**config.mk**
```make
export PLATFORM = sky130hd
export DESIGN_NAME = lut_m_frac
export DESIGN_NICKNAME = d
export VERILOG_FILES = /design/src/rtl/lut_m_frac.sv
export SDC_FILE = /design/constraint.sdc
export NUM_CORES = 1
export LEC_CHECK = 0
export CAP_MARGIN = 10
export CELL_PAD_IN_SITES_DETAIL_PLACEMENT = 1
export CELL_PAD_IN_SITES_GLOBAL_PLACEMENT = 1
export CORE_ASPECT_RATIO = 0.5
export CORE_MARGIN = 1
export CORE_UTILIZATION = 40
export DETAILED_ROUTE_END_ITERATION = 10
export HOLD_SLACK_MARGIN = 0.1
export PLACE_DENSITY_LB_ADDON = 0.1
export SLEW_MARGIN = 5
export SYNTH_ARGS = -nofsm -noshare
export SYNTH_HDL_FRONTEND = slang
export SYNTH_SLANG_ARGS = --single-unit
export TNS_END_PERCENT = 50
```
**constraint.sdc**
```tcl
create_clock -name clk -period 2.2 [get_ports clk]
set_input_delay 0.44 -clock clk [delete_from_list [all_inputs] [get_ports clk]]
set_output_delay 0.44 -clock clk [all_outputs]
set_load 0.01 [all_outputs]
```
**src/rtl/lut_m_frac.sv**
```systemverilog
// Fracturable memory LUT: beat-wise configuration loader, ROM/RAM/SRL run-time
// modes, optional dual (INPUTS-1)-input read and an SRL cascade output.
module lut_m_frac #(
    parameter int INPUTS       = 4,
    parameter int MEM_SIZE     = 2**INPUTS,
    parameter int CONFIG_WIDTH = 4
) (
    input  logic                    clk,
    input  logic                    rst,
    input  logic [INPUTS-1:0]       addr,
    input  logic                    frac,
    input  logic [1:0]              mode,
    input  logic                    cen,
    input  logic [CONFIG_WIDTH-1:0] config_in,
    output logic                    config_done,
    input  logic                    data_in,
    input  logic                    write_en,
    input  logic [INPUTS-1:0]       waddr,
    output logic [1:0]              out,
    output logic                    shift_out
);

    localparam int BEATS = MEM_SIZE / CONFIG_WIDTH;
    localparam int CNT_W = (BEATS > 1) ? $clog2(BEATS) : 1;
    localparam logic [CNT_W-1:0] CNT_ZERO = '0;
    localparam logic [CNT_W-1:0] CNT_ONE  = (BEATS > 1) ? CNT_W'(1) : CNT_W'(0);
    localparam logic [CNT_W-1:0] CNT_LAST = CNT_W'(BEATS - 1);

    localparam logic [1:0] MODE_RAM = 2'b01;
    localparam logic [1:0] MODE_SRL = 2'b10;

    typedef enum logic [1:0] {
        ST_IDLE = 2'b00,
        ST_LOAD = 2'b01,
        ST_DONE = 2'b10
    } state_t;

    state_t              r_state;
    state_t              w_state_next;
    logic [CNT_W-1:0]    r_cnt;
    logic [CNT_W-1:0]    w_cnt_next;
    logic [CNT_W-1:0]    w_beat_sel;
    logic [MEM_SIZE-1:0] r_mem;
    logic [MEM_SIZE-1:0] w_mem_next;
    logic                w_user_wr;
    logic                w_config_done;
    logic [INPUTS-1:0]   w_lo_addr;
    logic [INPUTS-1:0]   w_hi_addr;
    logic [1:0]          w_out;

    // Loader state, beat counter and LUT storage
    always_ff @(posedge clk) begin
        if (rst) begin
            r_state <= ST_IDLE;
            r_cnt   <= CNT_ZERO;
            r_mem   <= '0;
        end else begin
            r_state <= w_state_next;
            r_cnt   <= w_cnt_next;
            r_mem   <= w_mem_next;
        end
    end

    // Loader next-state: any cen outside LOAD (re)starts at beat 0
    always_comb begin
        w_state_next = r_state;
        w_cnt_next   = r_cnt;
        case (r_state)
            ST_IDLE, ST_DONE: begin
                if (cen) begin
                    w_state_next = (BEATS == 1) ? ST_DONE : ST_LOAD;
                    w_cnt_next   = CNT_ONE;
                end else begin
                    w_state_next = r_state;
                    w_cnt_next   = r_cnt;
                end
            end
            ST_LOAD: begin
                if (cen) begin
                    if (r_cnt == CNT_LAST) begin
                        w_state_next = ST_DONE;
                        w_cnt_next   = CNT_ZERO;
                    end else begin
                        w_state_next = ST_LOAD;
                        w_cnt_next   = r_cnt + CNT_ONE;
                    end
                end else begin
                    w_state_next = ST_LOAD;
                    w_cnt_next   = r_cnt;
                end
            end
            default: begin
                w_state_next = ST_IDLE;
                w_cnt_next   = CNT_ZERO;
            end
        endcase
    end

    assign w_beat_sel = (r_state == ST_LOAD) ? r_cnt : CNT_ZERO;
    assign w_user_wr  = (r_state == ST_DONE) && write_en;

    // Memory update: a config beat always wins over a user write or shift
    always_comb begin
        w_mem_next = r_mem;
        if (cen) begin
            for (int b = 0; b < BEATS; b++) begin
                if (w_beat_sel == CNT_W'(b)) begin
                    w_mem_next[b*CONFIG_WIDTH +: CONFIG_WIDTH] = config_in;
                end else begin
                    w_mem_next[b*CONFIG_WIDTH +: CONFIG_WIDTH] = r_mem[b*CONFIG_WIDTH +: CONFIG_WIDTH];
                end
            end
        end else if (w_user_wr && (mode == MODE_RAM)) begin
            w_mem_next[waddr] = data_in;
        end else if (w_user_wr && (mode == MODE_SRL)) begin
            w_mem_next = {r_mem[MEM_SIZE-2:0], data_in};
        end else begin
            w_mem_next = r_mem;
        end
    end

    assign w_lo_addr = {1'b0, addr[INPUTS-2:0]};
    assign w_hi_addr = {1'b1, addr[INPUTS-2:0]};

    // Output decode: reads are masked until the whole image is loaded
    always_comb begin
        w_config_done = (r_state == ST_DONE);
        if (!w_config_done) begin
            w_out = 2'b00;
        end else if (frac) begin
            w_out = {r_mem[w_hi_addr], r_mem[w_lo_addr]};
        end else begin
            w_out = {1'b0, r_mem[addr]};
        end
    end

    assign out         = w_out;
    assign config_done = w_config_done;
    assign shift_out   = r_mem[MEM_SIZE-1];

endmodule

```
==> results.py <==
metrics = {
    "critical_path": {
        "worstSetupStartpointType": "flip-flop",
        "worstPathBufferInverterCount": 1,
        "path_class": "flip-flop to primary output",
        "crit_family": "multiplexers",
        "crit_slowest_cell": "mux4_2",
        "cp-end-kind": "primary output",
        "crit_chain": "mux4_2, mux2_2, and3_1, clkbuf_2",
        "slowest_delay_ps": 470,
        "cp_data_arrival_time_ps": 1650,
        "crit_required_ps": 1760,
        "worstPathMaxFanout": 2,
    },
    "timing": {
        "fmax_ghz": 0.478,
        "finClkSkew_ps": 2.13,
        "worstMarginPinSlew_ps": 408,
        "period_needed_ps": 2090,
        "slew_headroom_pct": 72.1,
        "drv_slew": 0,
        "period_share_pct": 95.0,
        "final_hold_viol_count": 0,
        "setup_viol": 0,
        "finalSetupTns_ps": 0,
    },
    "die": {
        "core_area_mm2": 0.00392,
        "die_x_um": 92.9,
        "ios": 24,
        "initial_core_util_pct": 42.1,
        "die_h_um": 47.5,
        "rows": 16,
        "dieArea_mm2": 0.00441,
    },
    "logic_synthesis": {
        "yosysMostFrequentCell": "nor2_1",
        "synth_edf_count": 0,
        "synth_ff_type": "dfxtp_1",
        "synth_seq_cells": 20,
        "netlist-cell-type-count": 52,
        "synth_commonest_cells": "nor2_1, dfxtp_1, nor3_1",
        "yosys-top-cells-area": "dfxtp_1, a211oi_1, mux4_2",
        "syn_nets": 223,
        "synth-seq-area-share_pct": 24.2,
        "synth_top_area_share_pct": 24.2,
        "syn_area_per_cell_um2": 8.18,
        "synth_area_mm2": 0.00165,
        "netlist.top_cell.by_area": "dfxtp_1",
        "syn_inst": 202,
        "async_flop_share_pct": 0,
        "ys_warn_count": 0,
    },
    "power_and_ir_drop": {
        "leakage_nw": 0.783,
        "internal_power_mw": 0.595,
        "ir_drop_mv": 0.259,
        "p_per_area_mw_per_mm2": 383,
        "p_sw_mw": 0.239,
        "p_seq_share_pct": 46.6,
        "p_sw_share_pct": 28.6,
        "clkPwrFrac_pct": 29.4,
        "combinationalPowerShare_pct": 24.1,
    },
    "worst_hold_path": {
        "hp-class": "flip-flop to flip-flop",
    },
    "route": {
        "drc": 0,
        "ant_nets": 0,
        "drt-total-wl_um": 5580,
        "viasPerCell": 5.92,
        "avgRoutedWirePerCell_um": 18.2,
        "firstDrtPassIters": 4,
        "drtIter0Drc": 91,
        "vias": 1812,
    },
    "finish": {
        "antenna_cells": 0,
        "nets": 275,
        "stdcell_area_mm2": 0.00217,
        "syn_to_final_growth_pct": 31.5,
        "drive_gt1_share_pct": 27.4,
    },
    "place": {
        "dp_hpwl_um": 4550,
        "gp_congestion": 0.843,
        "place_area_mm2": 0.00214,
        "portBuffers": 23,
    },
    "clocking": {
        "clock-root-buffer": "clkbuf_8",
        "numCtsBuffers": 3,
        "cts.htree.levels": 1,
        "clockBufferDepth": 2,
        "clock_sinks": 20,
        "tritoncts": "yes",
        "cts_hold_repair.buffers": 0,
        "insertion_delay_ps": 260,
        "clk_pin_slew_ps": 70,
    },
    "global_routing": {
        "grt_max_degree": 26,
        "grt_usage_pct": 26.5,
        "grtUsageMet2_pct": 44.3,
        "grt_overflow_total": 0,
        "grt_pass1_wl_um": 8600,
        "antenna_found_initial": 0,
        "grt_most_used_layer": "met2",
        "globalRouteMet3Util_pct": 5.24,
        "grt.met1_usage_pct": 38.2,
        "grt_pass1_vias": 1697,
    },
    "run_status": {
        "status": "finished clean",
    },
    "run": {
        "max_cap_viol_count": 0,
    },
}
routing by layer:
metal | vias up | share of wire (%)
met5 | - | 0
met1 | 901 | 50
met4 | 0 | 0
met2 | 37 | 44
li1 | 874 | -
met3 | 0 | 5.7
sequential cells by signal, indices dropped and copies added (netlist names):
name     flops
r_cnt        2
r_state      2
r_mem       16
logic make-up (layout without fill, tap and decap cells):
logic type / count (synthesis) / count (layout) / synth area share, %
adder cells (fa/ha/maj): 1 / 1 / 0.757
AND/OR/NAND/NOR: 92 / 92 / 31.7
buffers and inverters: 24 / 74 / 8.18
AO/OA/AOI/OAI: 56 / 56 / 26.6
XOR/XNOR: 1 / 1 / 0.530
flip-flops: 20 / 20 / 24.2
multiplexers: 8 / 8 / 8.02
repair_timing:
action	in CTS	in global routing
setup buffers	0	0
setup endpoints to repair	2	3
resized for setup	13	3
path summary, 6_finish.rpt:
| kind | from | endpoint | slack [ps] | cells past startpoint |
|---|---|---|---|---|
| max | r_mem[15] | out[1] | 110 | 4 |
| min | r_mem[2] | r_mem[2] | 500 | 2 |
| max reg2reg | r_state[0] | r_mem[4] | 240 | 7 |
| min reg2reg | r_mem[2] | r_mem[2] | 500 | 2 |
cells in the final DEF (no fill, tap or decap), drive strengths merged, types with 2 or more instances in the layout:
cell type and instances:
o41ai 4, nand2b 9, a21oi 5, clkdlybuf4s50 19, dfxtp 20, nand4 3, nand3 3, buf 40
a2bb2oi 3, o21ai 9, and2 2, clkbuf 5, a211oi 12, o22ai 7, nand3b 6, nor2 22
o32ai 2, and3 3, nor3 17, a2111oi 6, nor2b 6, nand2 13, mux4 4, nor4 5
mux2i 2, mux2 2, inv 9
worst min-delay path, stage by stage, from the launching register on:
cell,delay (ps)
dfxtp_1,320
inv_1,70
a211oi_1,60
power groups by stage:
stage / clock, mW / sequential (mW) / combinational (mW)
finish: 0.245 / 0.388 / 0.200
global route: 0.265 / 0.390 / 0.217
CTS: 0.252 / 0.388 / 0.200
detailed placement: 0 / 0.396 / 0.200
global placement: 0 / 0.396 / 0.193
floorplan: 0 / 0.389 / 0.113
through the flow:
stage	std cells	hold WS [ps]	power (mW)	utilization, %	setup WS (ps)
after global routing	306	530	0.872	55.4	-37.5
after CTS	306	490	0.840	55.6	2.61
after global placement	303	477	0.589	54.6	-640
final	306	496	0.833	55.4	110
after detailed placement	303	481	0.596	54.6	-680
after floorplan	202	442	0.502	-	398
area by class of cell:
class | count | area [um2]
Fill cell | 487 | 1750
Timing Repair Buffer | 62 | 507
Tap cell | 54 | 67.6
Multi-Input combinational cell | 158 | 1120
Clock buffer | 3 | 41.3
Sequential cell | 20 | 405
Inverter | 9 | 33.8
Power figures use the tool's default switching activity.
